$ cat src/rtl/mdio_responder.sv
`timescale 1ns/1ps
// MDIO management-frame responder: decodes station frames clocked by an asynchronous
// MDC, issues one-clk register strobes and drives read data back onto the MDIO line.
module mdio_responder #(
    parameter logic [4:0] PHY_ADDR = 5'd0,
    parameter int         PRE_MIN  = 32,
    parameter int         TIMEOUT  = 4096
) (
    input  logic        clk,
    input  logic        rst_n,
    input  logic        mdc,
    input  logic        mdio_in,
    output logic        mdio_out,
    output logic        mdio_en,
    output logic [4:0]  reg_addr,
    output logic        reg_rd,
    input  logic [15:0] reg_rdata,
    output logic [15:0] reg_wdata,
    output logic        reg_we,
    output logic        frame_err
);

    localparam int PW = $clog2(PRE_MIN + 1);
    localparam int TW = $clog2(TIMEOUT + 1);
    localparam logic [PW-1:0] PRE_MAX = PW'(PRE_MIN);
    localparam logic [TW-1:0] TO_MAX  = TW'(TIMEOUT);
    localparam logic [TW-1:0] TO_HIT  = TW'(TIMEOUT - 1);

    typedef enum logic [3:0] {
        S_HUNT, S_ST, S_OP, S_PHYAD, S_REGAD, S_TA, S_WDATA, S_RDATA, S_SKIP
    } state_t;

    logic [1:0]    mdc_sync_r, mdio_sync_r;
    logic          mdc_prev_r;
    logic          rise_s, fall_s, bit_s, timeout_s;
    logic [TW-1:0] to_cnt_r;
    state_t        state_r, state_nx;
    logic [PW-1:0] ones_r, ones_nx;
    logic [4:0]    bit_cnt_r, bit_cnt_nx;
    logic [4:0]    fld_r, fld_nx;
    logic          is_read_r, is_read_nx;
    logic [4:0]    addr_nx;
    logic [15:0]   wdata_nx;
    logic          err_s, rd_go_s, we_go_s;
    logic [1:0]    rd_pipe_r;
    logic [15:0]   tx_r, tx_nx;
    logic          mdio_out_nx, mdio_en_nx;

    assign rise_s    = mdc_sync_r[1] & ~mdc_prev_r;
    assign fall_s    = ~mdc_sync_r[1] & mdc_prev_r;
    assign bit_s     = mdio_sync_r[1];
    assign timeout_s = ~(rise_s | fall_s) & (to_cnt_r == TO_HIT);

    // Two-flop synchronizers for MDC/MDIO plus MDC edge history
    always_ff @(posedge clk) begin
        if (!rst_n) begin
            mdc_sync_r  <= 2'b00;
            mdio_sync_r <= 2'b00;
            mdc_prev_r  <= 1'b0;
        end else begin
            mdc_sync_r  <= {mdc_sync_r[0], mdc};
            mdio_sync_r <= {mdio_sync_r[0], mdio_in};
            mdc_prev_r  <= mdc_sync_r[1];
        end
    end

    // Idle-MDC watchdog, saturating so a stalled bus yields a single timeout event
    always_ff @(posedge clk) begin
        if (!rst_n) begin
            to_cnt_r <= {TW{1'b0}};
        end else if (rise_s | fall_s) begin
            to_cnt_r <= {TW{1'b0}};
        end else if (to_cnt_r != TO_MAX) begin
            to_cnt_r <= to_cnt_r + TW'(1);
        end else begin
            to_cnt_r <= to_cnt_r;
        end
    end

    // Frame state register and receive datapath
    always_ff @(posedge clk) begin
        if (!rst_n) begin
            state_r   <= S_HUNT;
            ones_r    <= {PW{1'b0}};
            bit_cnt_r <= 5'd0;
            fld_r     <= 5'd0;
            is_read_r <= 1'b0;
            reg_addr  <= 5'd0;
            reg_wdata <= 16'd0;
        end else begin
            state_r   <= state_nx;
            ones_r    <= ones_nx;
            bit_cnt_r <= bit_cnt_nx;
            fld_r     <= fld_nx;
            is_read_r <= is_read_nx;
            reg_addr  <= addr_nx;
            reg_wdata <= wdata_nx;
        end
    end

    // Next-state decode: bits are consumed on MDC rises, read turnaround/data advance on falls
    always_comb begin
        state_nx   = state_r;
        ones_nx    = ones_r;
        bit_cnt_nx = bit_cnt_r;
        fld_nx     = fld_r;
        is_read_nx = is_read_r;
        addr_nx    = reg_addr;
        wdata_nx   = reg_wdata;
        err_s      = 1'b0;
        rd_go_s    = 1'b0;
        we_go_s    = 1'b0;
        if (timeout_s) begin
            ones_nx  = {PW{1'b0}};
            state_nx = S_HUNT;
            err_s    = (state_r != S_HUNT);
        end else if (rise_s) begin
            case (state_r)
                S_HUNT: begin
                    if (bit_s) begin
                        ones_nx = (ones_r == PRE_MAX) ? ones_r : ones_r + PW'(1);
                    end else if (ones_r == PRE_MAX) begin
                        state_nx = S_ST;
                        ones_nx  = {PW{1'b0}};
                    end else begin
                        ones_nx = {PW{1'b0}};
                    end
                end
                S_ST: begin
                    if (bit_s) begin
                        state_nx   = S_OP;
                        bit_cnt_nx = 5'd0;
                    end else begin
                        state_nx = S_HUNT;
                        err_s    = 1'b1;
                    end
                end
                S_OP: begin
                    fld_nx = {fld_r[3:0], bit_s};
                    if (bit_cnt_r == 5'd0) begin
                        bit_cnt_nx = 5'd1;
                    end else begin
                        bit_cnt_nx = 5'd0;
                        case ({fld_r[0], bit_s})
                            2'b10: begin state_nx = S_PHYAD; is_read_nx = 1'b1; end
                            2'b01: begin state_nx = S_PHYAD; is_read_nx = 1'b0; end
                            default: begin
                                state_nx   = S_SKIP;
                                bit_cnt_nx = 5'd17;
                                err_s      = 1'b1;
                            end
                        endcase
                    end
                end
                S_PHYAD: begin
                    fld_nx     = {fld_r[3:0], bit_s};
                    bit_cnt_nx = (bit_cnt_r == 5'd4) ? 5'd0 : bit_cnt_r + 5'd1;
                    state_nx   = (bit_cnt_r == 5'd4) ? S_REGAD : S_PHYAD;
                end
                S_REGAD: begin
                    addr_nx = {reg_addr[3:0], bit_s};
                    if (bit_cnt_r != 5'd4) begin
                        bit_cnt_nx = bit_cnt_r + 5'd1;
                    end else if (fld_r == PHY_ADDR) begin
                        state_nx   = S_TA;
                        bit_cnt_nx = 5'd0;
                        rd_go_s    = is_read_r;
                    end else begin
                        state_nx   = S_SKIP;
                        bit_cnt_nx = 5'd17;
                    end
                end
                S_TA: begin
                    if (is_read_r) begin
                        bit_cnt_nx = bit_cnt_r;
                    end else if (bit_cnt_r == 5'd0) begin
                        fld_nx     = {fld_r[3:0], bit_s};
                        bit_cnt_nx = 5'd1;
                    end else if ({fld_r[0], bit_s} == 2'b10) begin
                        state_nx   = S_WDATA;
                        bit_cnt_nx = 5'd0;
                    end else begin
                        state_nx   = S_SKIP;
                        bit_cnt_nx = 5'd15;
                        err_s      = 1'b1;
                    end
                end
                S_WDATA: begin
                    wdata_nx   = {reg_wdata[14:0], bit_s};
                    bit_cnt_nx = bit_cnt_r + 5'd1;
                    state_nx   = (bit_cnt_r == 5'd15) ? S_HUNT : S_WDATA;
                    we_go_s    = (bit_cnt_r == 5'd15);
                end
                S_SKIP: begin
                    if (bit_cnt_r == 5'd0) begin
                        state_nx = S_HUNT;
                        ones_nx  = {PW{1'b0}};
                    end else begin
                        bit_cnt_nx = bit_cnt_r - 5'd1;
                    end
                end
                S_RDATA: state_nx = S_RDATA;
                default: state_nx = S_HUNT;
            endcase
        end else if (fall_s) begin
            case (state_r)
                S_TA: begin
                    if (!is_read_r) begin
                        bit_cnt_nx = bit_cnt_r;
                    end else if (bit_cnt_r == 5'd0) begin
                        bit_cnt_nx = 5'd1;
                    end else begin
                        state_nx   = S_RDATA;
                        bit_cnt_nx = 5'd0;
                    end
                end
                S_RDATA: begin
                    if (bit_cnt_r == 5'd16) begin
                        state_nx = S_HUNT;
                    end else begin
                        bit_cnt_nx = bit_cnt_r + 5'd1;
                    end
                end
                default: state_nx = state_r;
            endcase
        end else begin
            state_nx = state_r;
        end
    end

    // Output next values: line drive only in read TA/RDATA, updated after detected falls
    always_comb begin
        mdio_out_nx = mdio_out;
        mdio_en_nx  = mdio_en;
        if (rd_pipe_r[1]) begin
            tx_nx = reg_rdata;
        end else if (fall_s && (state_r == S_RDATA) && (bit_cnt_r != 5'd16)) begin
            tx_nx = {tx_r[14:0], 1'b0};
        end else begin
            tx_nx = tx_r;
        end
        if (timeout_s) begin
            mdio_out_nx = 1'b0;
            mdio_en_nx  = 1'b0;
        end else if (fall_s) begin
            case (state_r)
                S_TA: begin
                    mdio_out_nx = 1'b0;
                    mdio_en_nx  = is_read_r && (bit_cnt_r == 5'd1);
                end
                S_RDATA: begin
                    mdio_out_nx = (bit_cnt_r == 5'd16) ? 1'b0 : tx_r[15];
                    mdio_en_nx  = (bit_cnt_r != 5'd16);
                end
                default: begin
                    mdio_out_nx = 1'b0;
                    mdio_en_nx  = 1'b0;
                end
            endcase
        end else begin
            mdio_en_nx = mdio_en;
        end
    end

    // Registered outputs, strobes and read-data transmit shifter
    always_ff @(posedge clk) begin
        if (!rst_n) begin
            mdio_out  <= 1'b0;
            mdio_en   <= 1'b0;
            reg_rd    <= 1'b0;
            reg_we    <= 1'b0;
            frame_err <= 1'b0;
            rd_pipe_r <= 2'b00;
            tx_r      <= 16'd0;
        end else begin
            mdio_out  <= mdio_out_nx;
            mdio_en   <= mdio_en_nx;
            reg_rd    <= rd_go_s;
            reg_we    <= we_go_s;
            frame_err <= err_s;
            rd_pipe_r <= {rd_pipe_r[0], reg_rd};
            tx_r      <= tx_nx;
        end
    end

endmodule

$ cat config.mk
export PLATFORM = sky130hd
export DESIGN_NAME = mdio_responder
export DESIGN_NICKNAME = d
export VERILOG_FILES = /design/src/rtl/mdio_responder.sv
export SDC_FILE = /design/constraint.sdc
export NUM_CORES = 1
export LEC_CHECK = 0
export CORE_MARGIN = 1
export CORE_UTILIZATION = 32
export CTS_CLUSTER_DIAMETER = 50
export DETAILED_ROUTE_END_ITERATION = 12
export PLACE_DENSITY = 0.63
export SKIP_CTS_REPAIR_TIMING = 1
export SLEW_MARGIN = 0
export SYNTH_ARGS = -nofsm -noshare
export SYNTH_HDL_FRONTEND = slang
export SYNTH_SLANG_ARGS = --single-unit
$ cat constraint.sdc
create_clock -name clk -period 2.1 [get_ports clk]
set_input_delay 0.42 -clock clk [delete_from_list [all_inputs] [get_ports clk]]
set_output_delay 0.42 -clock clk [all_outputs]
set_load 0.01 [all_outputs]
Word level (Yosys, flattened, before mapping). Index checks and enable logic that the tools add are counted.

Output and inout port bits: 26. Register bits: 83. Logic and storage cells: 157.

Bitwise operators: 14. $add $sub $neg: 4. Eq/ne operators: 36. Muxes and demuxes: 59. Reduce and logical (&&, ||, !) cells: 26.

Operators with widths (count): $mux W5 (14); $mux W4 (17); $ne A3 B3 Y1 const B (12); $pmux W4 S9 (1); $pmux W5 S7 (1); $mux W16 (2); $pmux W5 S2 (2); $mux W6 (3); $eq A4 B3 Y1 const B (4); $add A13 B1 Y13 const B (1); $eq A13 B12 Y1 const B (1); $ne A13 B13 Y1 const B (1); $pmux W6 S2 (1); $mux W1 (11); $reduce_and A11 Y1 (1); $logic_not A5 Y1 (2); $not A1 Y1 (10); $reduce_and A5 Y1 (2); $reduce_bool A2 Y1 (5); $reduce_and A9 Y1 (1); $eq A4 B2 Y1 const B (2); $ne A2 B2 Y1 const B (4); $ne A8 B1 Y1 const B (1); $pmux W4 S2 (1); other kinds (29) (39).

Depth between registers and ports, before layout.
Depth after elaboration: 7. Depth in mapped cells: 9. Gate-level depth less buffers: 8.

Worst setup path after synthesis. No wires, ideal clock.

Path kind: reg-to-reg. Start point: register mdio_sync_r[1]. End point: register frame_err. Path buffers: 1. Path slack: -0.186 ns. Clock period less this slack: 2.286 ns. Arrival time: 2.215 ns. Data required time: 2.030 ns. Library setup time: 0.070 ns. Stages on the path, launching flop included: 8. Cell sequence: dfxtp_1 -> clkbuf_1 -> inv_1 -> ha_1 -> or4_4 -> o221a_1 -> or4_1 -> a21oi_1.

Cells in the longest elaborated chain, start to end: 7.

RTL lines: start: declaration (RTL line 33) `logic [1:0] mdc_sync_r, mdio_sync_r;`; start signal: assignment (RTL line 62) `mdio_sync_r <= {mdio_sync_r[0], mdio_in};`; $eq A2 B2 Y1 or $eq A2 B1 Y1 (tied branches) (RTL line 144, 179); $mux W1 or $reduce_or A2 Y1 (tied branches); $mux W1 (on tied branches) (RTL line 176, 144); $mux W1 (on tied branches) (RTL line 174, 140); $pmux W1 S3 * (RTL line 118) `case (state_r)`; $mux W1 * (RTL line 117) `end else if (rise_s) begin`; $mux W1 * (RTL line 113) `if (timeout_s) begin`; end signal: assignment (RTL line 280) `frame_err <= err_s;`; end: declaration (RTL line 20) `output logic frame_err`.

Every way passes the cells marked *; elsewhere a longest branch is shown, timed or not. A chain may end at the register's enable or synchronous reset.

Worst setup path after layout.
Start point: register bit_cnt_r[0]. End point: register frame_err.

Cells in the longest elaborated chain, start to end: 6.

RTL lines: start: declaration (RTL line 39) `logic [4:0] bit_cnt_r, bit_cnt_nx;`; start signal: assignment (RTL line 93) `bit_cnt_r <= bit_cnt_nx;`; $logic_not A5 Y1 * (RTL line 140, 176); $mux W1 (RTL line 176) `end else if (bit_cnt_r == 5'd0) begin`; $mux W1 (RTL line 174) `if (is_read_r) begin`; $pmux W1 S3 * (RTL line 118); $mux W1 * (RTL line 117); $mux W1 * (RTL line 113).

Marks and branches as above.

==> qor.txt <==
Fin. max-slew vios - 0
Post-synth ARST share - 0%
Initial Util - 33.2%
Critical path's largest stage delay - 0.49 ns
Area contributors post-synth - dfxtp_1, nand2_1, mux2i_1, nor2_1, a21oi_1
Row cnt - 41
Clock Path Buffers - 2
Core footprint - 12800 um2
Htree depth - 3
Static Leak - 2.08 nW
I/O pin total - 46
Layout cells sized above 1 - 21.6%
Unique masters post-synth - 60
CTS tree - built
Synthesis-to-finish area growth - 34.4%
Vias - 3917
Outcome - finished, final reports clean
WS Path Type - register to register
Period utilisation layout - 99.6%
Post-place setup slack - -0.0670 ns
Final WL - 11300 um
Final hold vios - 0
Mapped Nets - 540
Fin nets - 640
RSZ-0062 raised after global routing - true
Syn. warnings - 0
Top FF cell, synth - dfxtp_1
Post-layout minimum cycle time - 2.09 ns
Worst-path clk slew - 0.07 ns
Worst r2r src - bit_cnt_r[0]
Post-synthesis cell count - 506
Commonest cells post-synth - dfxtp_1, nand2_1, nor2_1
DR iter-0 viols - 248
Largest net degree at the start of global routing - 22
Crit. Startpoint - bit_cnt_r[0]
Final GP Congestion - 0.893
Fmax - 478 MHz
Max Cap Violations - 0
Layout Cell Area excl Fill - 5710 um2
Critical path startpoint category - register
Max_slew headroom - 62.3%
Post-route DRC violation count - 0
Final HPWL DP - 8710 um
Area of the mapped netlist - 4250 um2
Sequential element share of the synthesized area - 39.1%
Vias in the first global route - 3793
Worst-path fanout max - 3
N_diodes - 0
Die Span Y - 117 um
Dpl cell area - 5320 um2
Share of the synthesized area in the top cell type - 39.1%
Cell Pwr Density - 576 nW/um2
GRT Residual Overflow - 0
Cell taking the most area after synthesis - dfxtp_1
Worst EP required - 2.38 ns
CTS Root Cell - clkbuf_16
Layout Skew - 0.0104 ns
Initial antenna violation count - 0
Final antenna-violating net count - 0
Cts bufs inserted - 9
Number of synthesized register bits - 83
Clock sink total - 83
Tightest Pin Transition - 0.551 ns
Port buffer count - 45
Data arrival, critical path - 2.37 ns
First-pass GRT wire length - 18500 um
Worst Hold Class - register to register
Worst vdd ir - 0.588 mV
Die area - 13700 um2
Critical path's slowest cell - or4_4
Total global routing track utilization - 17.8%
Avg WL per Cell - 14.4 um
Syn Area/Cell - 8.39 um2
Crit end category - register
Setup ws final - 0.00918 ns
Fill count - 1242
EDFF count, synth - 0
Die width - 117 um
DRT Pass-1 Iters - 4
Worst hold slack - 0.431 ns
Final setup fails - 0
HP Start - rd_pipe_r[0]
Clk_lat worst skew - 0.35 ns
Final setup TNS - 0 ns
Count leader, synth - dfxtp_1
CP cell instances - inv_4 -> ha_4 -> nor4b_4 -> or4_4 -> o221a_1 -> or4_1 -> a21oi_2
Post-DR vias/cell - 5.00
[sequential cells by signal, summed over array words and instances (netlist names), 2 cells and up]
| register | count |
|---|---|
| bit_cnt_r | 5 |
| fld_r | 5 |
| state_r | 4 |
| mdc_sync_r | 2 |
| rd_pipe_r | 2 |
| to_cnt_r | 13 |
| reg_wdata | 16 |
| mdio_sync_r | 2 |
| tx_r | 16 |
| reg_addr | 5 |
| ones_r | 6 |
[worst max-delay path: cells and delay by family (launching register included)]
| kind | cells | cell delay, ns |
|---|---|---|
| simple gates | 3 | 1.10 |
| fa+ha+maj | 1 | 0.15 |
| flops | 1 | 0.36 |
| compound gates | 2 | 0.36 |
| buf+inv | 1 | 0.04 |
[worst paths after layout]
kind | to | slack (ns) | cells after the start
max reg2reg | frame_err | 0.009 | 7
min | rd_pipe_r[1] | 0.43 | 1
max | frame_err | 0.009 | 7
min reg2reg | rd_pipe_r[1] | 0.43 | 1
[layout by cell type, fill, tap and decap left out, drive strengths merged, types with 6 or more instances in the layout]
master | Yosys | routed
nand2 | 65 | 65
a31oi | 7 | 7
nor3 | 13 | 13
buf | 14 | 71
mux2 | 15 | 15
inv | 16 | 18
xor2 | 10 | 10
ha | 14 | 14
dfxtp | 83 | 83
nor2 | 62 | 62
nand4 | 6 | 6
and2 | 8 | 8
nor4 | 6 | 6
xnor2 | 8 | 8
nand3 | 18 | 18
a21oi | 40 | 40
o21ai | 18 | 18
clkdlybuf4s50 | 0 | 45
mux2i | 24 | 24
nand2b | 9 | 9
clkbuf | 13 | 11
[power by group]
part,switching [mW],internal (mW),total (mW)
clock network,0.666,0.882,1.55
registers,0.00497,1.58,1.59
logic,0.0772,0.0759,0.153
total,0.748,2.54,3.29
[area by class of cell]
class	count	area [um2]	share of cell area, %
clock inverter	5	45.0	0.789
multi-input combinational	380	2460	43.1
sequential	83	1670	29.3
inverter	16	62.6	1.10
clock buffer	11	253	4.43
tap	172	215	3.77
timing repair buffer	116	1000	17.5
[metrics by stage]
| step | power (mW) | cells | utilization [%] |
|---|---|---|---|
| final | 3.29 | 783 | 44.7 |
| after floorplan | 1.69 | 506 | - |
| after CTS | 3.35 | 779 | 44.0 |
| after global routing | 3.41 | 783 | 44.7 |
| after global placement | 1.77 | 763 | 41.7 |
| after detailed placement | 1.78 | 763 | 41.7 |
[kinds of logic after synthesis]
| family | count (synthesis) | synth area share, % |
|---|---|---|
| DFF | 83 | 39.1 |
| and+or+nand+nor | 218 | 26.0 |
| xor gates and xnor gates | 18 | 3.71 |
| AOI/OAI and AO/OA | 91 | 13.3 |
| adders and majority gates | 14 | 4.12 |
| muxes | 39 | 9.63 |
| buffers and inverters | 43 | 4.10 |
[metal layers]
layer / GRT usage [%] / wire length [um]
met4: 8.35 / 335
met3: 4.63 / 543
met1: 21.8 / 5020
met5: 0 / 0
met2: 29.2 / 5370
Power figures use the tool's default switching activity.
